**src/rtl/aes_pkg.sv**
```systemverilog
// Shared AES-128 key-schedule definitions: FSM states, round count, Rcon and RotWord.
package aes_pkg;

  typedef enum logic [1:0] {IDLE, EXPAND, READY, STEP} aes_dks_state_e;

  localparam logic [3:0] AES_NR = 4'd10;

  // Rcon(i) for i = 1..10; anything else yields zero.
  function automatic logic [7:0] rcon(input logic [3:0] i);
    case (i)
      4'd1:    return 8'h01;
      4'd2:    return 8'h02;
      4'd3:    return 8'h04;
      4'd4:    return 8'h08;
      4'd5:    return 8'h10;
      4'd6:    return 8'h20;
      4'd7:    return 8'h40;
      4'd8:    return 8'h80;
      4'd9:    return 8'h1b;
      4'd10:   return 8'h36;
      default: return 8'h00;
    endcase
  endfunction

  function automatic logic [31:0] rot_word(input logic [31:0] w);
    return {w[23:0], w[31:24]};
  endfunction

endpackage

```
**src/rtl/aes_sub_word.sv**
```systemverilog
// 32-bit SubWord from forward bSbox instances. With AES_DKS_SERIAL_SBOX_EN one
// S-box is shared over the 4 bytes; the word is complete in the cycle sel==3.
import aes_pkg::*;

module aes_sub_word (
`ifdef AES_DKS_SERIAL_SBOX_EN
  input  logic        clk,
  input  logic        rst_n,
  input  logic        en,
  input  logic [1:0]  sel,
`endif
  input  logic [31:0] w_in,
  output logic [31:0] w_out
);

`ifdef AES_DKS_SERIAL_SBOX_EN
  logic [3:0][7:0] wv;
  logic [3:0][7:0] res;
  logic [3:0][7:0] ov;
  logic [7:0]      b_in;
  logic [7:0]      b_out;

  assign wv   = w_in;
  // sel 0 addresses byte 0 (the MSB byte), i.e. packed position 3.
  assign b_in = wv[~sel];

  bSbox u_sbox (.A(b_in), .encrypt(1'b1), .Q(b_out));

  always_ff @(posedge clk or negedge rst_n) begin
    if (!rst_n)  res      <= '0;
    else if (en) res[~sel] <= b_out;
  end

  // Current byte bypasses the register so the full word is ready on the 4th cycle.
  always_comb begin
    ov       = res;
    ov[~sel] = b_out;
    w_out    = ov;
  end
`else
  for (genvar i = 0; i < 4; i++) begin : g_sbox
    bSbox u_sbox (.A(w_in[8*i +: 8]), .encrypt(1'b1), .Q(w_out[8*i +: 8]));
  end
`endif

endmodule

```
**src/rtl/bSbox.sv**
```systemverilog
// AES byte S-box: encrypt=1 gives the forward S-box, encrypt=0 the inverse.
// Built from the GF(2^8) inverse (x^254) and the AES affine maps.
module bSbox (
  input  logic [7:0] A,
  input  logic       encrypt,
  output logic [7:0] Q
);

  function automatic logic [7:0] gf_mul(input logic [7:0] a, input logic [7:0] b);
    logic [7:0] p;
    logic [7:0] x;
    p = 8'h00;
    x = a;
    for (int i = 0; i < 8; i++) begin
      if (b[i]) p = p ^ x;
      x = {x[6:0], 1'b0} ^ (x[7] ? 8'h1b : 8'h00);
    end
    return p;
  endfunction

  // x^254 = x^2 * x^4 * ... * x^128; maps 0 to 0 as AES requires.
  function automatic logic [7:0] gf_inv(input logic [7:0] x);
    logic [7:0] sq;
    logic [7:0] acc;
    sq  = gf_mul(x, x);
    acc = sq;
    for (int i = 0; i < 6; i++) begin
      sq  = gf_mul(sq, sq);
      acc = gf_mul(acc, sq);
    end
    return acc;
  endfunction

  function automatic logic [7:0] rotl(input logic [7:0] b, input int n);
    return 8'((b << n) | (b >> (8 - n)));
  endfunction

  logic [7:0] t;

  always_comb begin
    t = 8'h00;
    if (encrypt) begin
      t = gf_inv(A);
      Q = t ^ rotl(t, 1) ^ rotl(t, 2) ^ rotl(t, 3) ^ rotl(t, 4) ^ 8'h63;
    end else begin
      t = rotl(A, 1) ^ rotl(A, 3) ^ rotl(A, 6) ^ 8'h05;
      Q = gf_inv(t);
    end
  end

endmodule

```
**src/rtl/aes_dec_key_sched.sv**
```systemverilog
// AES-128 decryption key scheduler: expands to round 10, then walks back to round 0.
// Build option AES_DKS_SERIAL_SBOX_EN: single shared S-box, 4 cycles per step.
import aes_pkg::*;

module aes_dec_key_sched (
  input  logic         clk,
  input  logic         rst_n,
  input  logic [127:0] key_in,
  input  logic         key_valid,
  output logic         key_ready,
  output logic [127:0] rk_out,
  output logic [3:0]   rk_round,
  output logic         rk_valid,
  input  logic         rk_ready,
  output logic         busy
);

  aes_dks_state_e state;
  logic [127:0]   wk;
  logic [127:0]   last_rk;
  logic [3:0]     cnt;

  logic [31:0]    w0, w1, w2, w3;
  logic [31:0]    n0, n1, n2, n3;
  logic [31:0]    sw_in, sw_out, t_fwd;
  logic [127:0]   fwd_rk, inv_rk;
  logic           step_done;
  logic           key_hs, rk_hs;

  assign key_hs   = key_valid && key_ready;
  assign rk_hs    = rk_valid && rk_ready;
  assign rk_out   = wk;
  assign rk_round = cnt;

  assign {w0, w1, w2, w3} = wk;

  // Inverse step recovers the previous round's last three words by XOR alone.
  assign n3 = w3 ^ w2;
  assign n2 = w2 ^ w1;
  assign n1 = w1 ^ w0;

  assign sw_in  = (state == STEP) ? rot_word(n3) : rot_word(w3);
  assign t_fwd  = w0 ^ sw_out ^ {rcon(cnt + 4'd1), 24'h0};
  assign fwd_rk = {t_fwd, t_fwd ^ w1, t_fwd ^ w1 ^ w2, t_fwd ^ w1 ^ w2 ^ w3};
  assign n0     = w0 ^ sw_out ^ {rcon(cnt), 24'h0};
  assign inv_rk = {n0, n1, n2, n3};

`ifdef AES_DKS_SERIAL_SBOX_EN
  logic [1:0] bc;
  logic       stepping;

  assign stepping  = (state == EXPAND && cnt != AES_NR) || state == STEP;
  assign step_done = (bc == 2'd3);

  always_ff @(posedge clk or negedge rst_n) begin
    if (!rst_n)        bc <= 2'd0;
    else if (stepping) bc <= bc + 2'd1;
    else               bc <= 2'd0;
  end

  aes_sub_word u_sub_word (
    .clk   (clk),
    .rst_n (rst_n),
    .en    (stepping),
    .sel   (bc),
    .w_in  (sw_in),
    .w_out (sw_out)
  );
`else
  assign step_done = 1'b1;

  aes_sub_word u_sub_word (
    .w_in  (sw_in),
    .w_out (sw_out)
  );
`endif

  always_ff @(posedge clk or negedge rst_n) begin
    if (!rst_n) begin
      state     <= IDLE;
      wk        <= '0;
      last_rk   <= '0;
      cnt       <= '0;
      key_ready <= 1'b0;
      rk_valid  <= 1'b0;
      busy      <= 1'b0;
    end else begin
      case (state)
        IDLE: begin
          key_ready <= 1'b1;
          if (key_hs) begin
            wk        <= key_in;
            cnt       <= '0;
            state     <= EXPAND;
            key_ready <= 1'b0;
            busy      <= 1'b1;
          end
        end
        EXPAND: begin
          if (cnt == AES_NR) begin
            last_rk   <= wk;
            state     <= READY;
            rk_valid  <= 1'b1;
            key_ready <= 1'b1;
            busy      <= 1'b0;
          end else if (step_done) begin
            wk  <= fwd_rk;
            cnt <= cnt + 4'd1;
          end
        end
        READY: begin
          // A new key overrides any pending round-key handshake.
          if (key_hs) begin
            wk        <= key_in;
            cnt       <= '0;
            state     <= EXPAND;
            rk_valid  <= 1'b0;
            key_ready <= 1'b0;
            busy      <= 1'b1;
          end else if (rk_hs) begin
            if (cnt != 4'd0) begin
              state     <= STEP;
              rk_valid  <= 1'b0;
              key_ready <= 1'b0;
              busy      <= 1'b1;
            end else begin
              wk  <= last_rk;
              cnt <= AES_NR;
            end
          end
        end
        STEP: begin
          if (step_done) begin
            wk        <= inv_rk;
            cnt       <= cnt - 4'd1;
            state     <= READY;
            rk_valid  <= 1'b1;
            key_ready <= 1'b1;
            busy      <= 1'b0;
          end
        end
        default: state <= IDLE;
      endcase
    end
  end

endmodule

```
**config.mk**
```make
export PLATFORM = sky130hd
export DESIGN_NAME = aes_dec_key_sched
export DESIGN_NICKNAME = d
export VERILOG_FILES = /design/src/rtl/aes_pkg.sv /design/src/rtl/aes_sub_word.sv /design/src/rtl/bSbox.sv /design/src/rtl/aes_dec_key_sched.sv
export SDC_FILE = /design/constraint.sdc
export NUM_CORES = 2
export LEC_CHECK = 0
export ABC_AREA = 0
export CORE_MARGIN = 5
export CORE_UTILIZATION = 50
export CTS_CLUSTER_SIZE = 14
export DETAILED_ROUTE_END_ITERATION = 6
export GPL_ROUTABILITY_DRIVEN = 0
export GPL_TIMING_DRIVEN = 0
export PLACE_DENSITY = 0.67
export SYNTH_ARGS = -nofsm -noshare
export SYNTH_HDL_FRONTEND = slang
export SYNTH_SLANG_ARGS = --single-unit
```
**constraint.sdc**
```tcl
create_clock -name clk -period 53.4 [get_ports clk]
set_input_delay 5.34 -clock clk [delete_from_list [all_inputs] [get_ports clk]]
set_output_delay 5.34 -clock clk [all_outputs]
set_load 0.02 [all_outputs]
```
==> summary.md <==
| Metric | Value |
|---|---|
| Status | `complete, but fails checks` |
| Failing checks | `design-rule violations, max-capacitance violations, max-slew violations` |
| Clk_skew | `0.0248 ns` |
| CP bufs+invs | `17` |
| DRT antenna net count | `0` |
| Synth Area in Compound Gates | `17.2%` |
| CTS tree | `yes` |
| Global-route wire length before repair | `453000 um` |
| Buffers added on ports | `266` |
| Vias per cell | `6.47` |
| Worst path arrival time | `23.18 ns` |
| CP endpoint kind | `register` |
| Final hold vios | `0` |
| I/O pin count | `267` |
| Detailed placer's ending HPWL | `231000 um` |
| Proportion of synthesized area in mux cells | `6.64%` |
| Crit path launch type | `register` |
| Cell taking the most area after synthesis | `xnor2_1` |
| Met1 usage | `49.2%` |
| #FFs+latches synth | `265` |
| NumNets Final | `10170` |
| Rows | `142` |
| Clk slew on worst S/H paths | `0.06 ns` |
| Slew Viols, Final | `6` |
| Initial antenna violation count | `41` |
| Worst Setup Path Type | `register to register` |
| Synth Area in Adders | `0.503%` |
| Grt ovf | `0` |
| Synth top area share | `19.4%` |
| Max-slew headroom | `-3.06%` |
| Synthesized cell area | `0.0757 mm2` |
| Met3 usage | `11.6%` |
| WL/cell | `25.3 um` |
| Most frequent CP cell | `xnor2_1` |
| Clock Path Buffers | `3` |
| Starting DRC count in detailed routing | `11852` |
| RSZ-0062 raised after global routing | `no` |
| Simple-gate portion of the synthesized area | `18.9%` |
| Proportion of layout cells with a drive suffix above 1 | `6.92%` |
| Cells after Synth | `9707` |
| Delay-heaviest family, CP | `XOR/XNOR gates` |
| Largest net degree at the start of global routing | `115` |
| XOR/XNOR Fraction of Synth Area | `43.6%` |
| Total Wirelength | `306000 um` |
| Top cells by count, synth | `1678 x xnor2_1, 1296 x nor2_1, 986 x nand2_1` |
| Final worst-path cycle share | `42.4%` |
| Top_reg_cell synth | `dfrtp_1` |
| Synth top area cells | `xnor2_1 19%, xnor3_1 12%, dfrtp_1 8.8%` |
| Die area | `0.159 mm2` |
| Die X | `399 um` |
| Worst Hold Class | `register to register` |
| GRT Resource Usage Total | `36.3%` |
| DR pass1 iterations | `7` |
| Worst Path Required | `53.92 ns` |
| Minimum clock period | `22.66 ns` |
| Final Non-Filler Cells | `12069` |
| CP max stage cell | `xnor2_1` |
| Clk root buf | `clkbuf_16` |
| Area grow syn2layout | `8.44%` |
| Slew @ Worst Pin | `1.53 ns` |
| Syn_nets | `9867` |
| Core ar. | `0.150 mm2` |
| Maximum clock rate | `44.1 MHz` |
| DRC errors left | `96` |
| Vias in the first global route | `71013` |
| Post-cts resize count | `0` |
| Final setup viols | `0` |
| # hold bufs at CTS | `0` |
| Cts bufs inserted | `31` |
| CTS sink count | `265` |
| Synth unique cells | `120` |
| Most frequent cell after synthesis | `xnor2_1` |
| Worst-path fanout max | `10` |
| GRT met2 Usage | `53.2%` |
| CTS H-tree depth | `1` |
| Post-CTS setup buffers | `0` |
| Syn Area/Cell | `7.80 um2` |
| Slowest Stage Delay on Critical Path | `0.81 ns` |
| Setup_tns | `0 ns` |
| Cells after DPL | `11992` |
| Synth async-reset ratio | `100%` |
| Warning count from the yosys run | `0` |
| Starting Density | `50.4%` |
| Chip Height | `399 um` |
| Clock latency on the worst-skew pair | `0.62 ns` |
| Layer with the highest usage | `met2` |
| Largest family of logic cells by synthesized area | `XOR/XNOR gates` |
| Routed via count | `78066` |
| Register area share after synthesis | `8.76%` |
| Post-synth EDFFs | `0` |
| Max cap viols | `1` |
## cells in the final DEF, fill, tap and decap left out, types with 50 or more instances in the layout
cell type        Yosys  final
clkdlybuf4s50_1      0    265
xnor2_1           1678   1676
a211oi_1            69     69
buf_1               58     58
inv_1               94     94
nand3_1            245    245
a31oi_1             79     79
a22oi_1             70     70
o22ai_1            153    153
nor3_1             251    251
xnor2_2             79     81
or3_1               57     57
buf_2              139    139
a21oi_1            563    563
nand2_1            986    986
xnor3_1            409    409
o211ai_1            69     69
dfrtp_1            265    265
nor2_1            1296   1295
o21ai_0            500    500
clkbuf_1           462    467
mux2i_1            263    263
o221ai_1            50     50
xor2_1             531    531
mux2_2             174    174
nor2b_1             72     72
nand2b_1            74     74
## final timing paths
| check | from | to | slack (ns) | cells after the start |
|---|---|---|---|---|
| setup / recovery | rk_out[55] | rk_out[28] | 30.74 | 68 |
| hold / removal | last_rk[20] | last_rk[20] | 0.50 | 1 |
| setup reg to reg | rk_out[55] | rk_out[28] | 30.74 | 68 |
| hold reg to reg | last_rk[20] | last_rk[20] | 0.50 | 1 |
| max in group asynchronous | rst_n | rk_out[67] | 47.71 | 3 |
| min in group asynchronous | rst_n | last_rk[102] | 4.48 | 1 |
## metrics by stage
| stage | worst slack (ns) | hold slack [ns] | utilization (%) | cell area, um2 |
|---|---|---|---|---|
| detailed placement | 31.72 | 0.487 | 53.9 | 80900 |
| global route | 29.68 | 0.506 | 54.6 | 82000 |
| CTS | 31.61 | 0.500 | 54.6 | 82000 |
| global placement | 31.81 | 0.482 | 53.9 | 80900 |
| floorplan | 35.44 | 0.472 | - | 75700 |
| finish | 30.74 | 0.503 | 54.7 | 82100 |
## state kept, by name, summed over array words and instances (netlist names)
| name | count |
|---|---|
| busy | 1 |
| key_ready | 1 |
| last_rk | 128 |
| rk_out | 128 |
| rk_round | 4 |
| rk_valid | 1 |
| state | 2 |
## area by class of cell
cell class	count	area [um2]
multi-input cells	8632	65700
fillers	14160	68100
inverters	118	443
diodes	22	55.1
repair buffers	270	2760
well taps	2016	2520
clock buffers	44	895
clock inverters	10	139
flip-flops and latches	265	6630
plain buffers	692	2920
## metal layers
layer  vias to the layer above  wire [um]
li1                      34290          -
met1                     37298     120000
met2                      5423     126000
met3                      1031      42500
met4                        24      17100
met5                         -        190
## cells by family after synthesis
logic type / after synthesis
buffers and inverters: 810
xor gates and xnor gates: 2838
DFF: 265
and+or+nand+nor: 3256
adders and majority gates: 31
AOI/OAI and AO/OA: 2047
muxes: 460
Power is left out: the tool's default activity adds up to more than one toggle a clock period on the data nets, which glitch-free logic cannot reach.
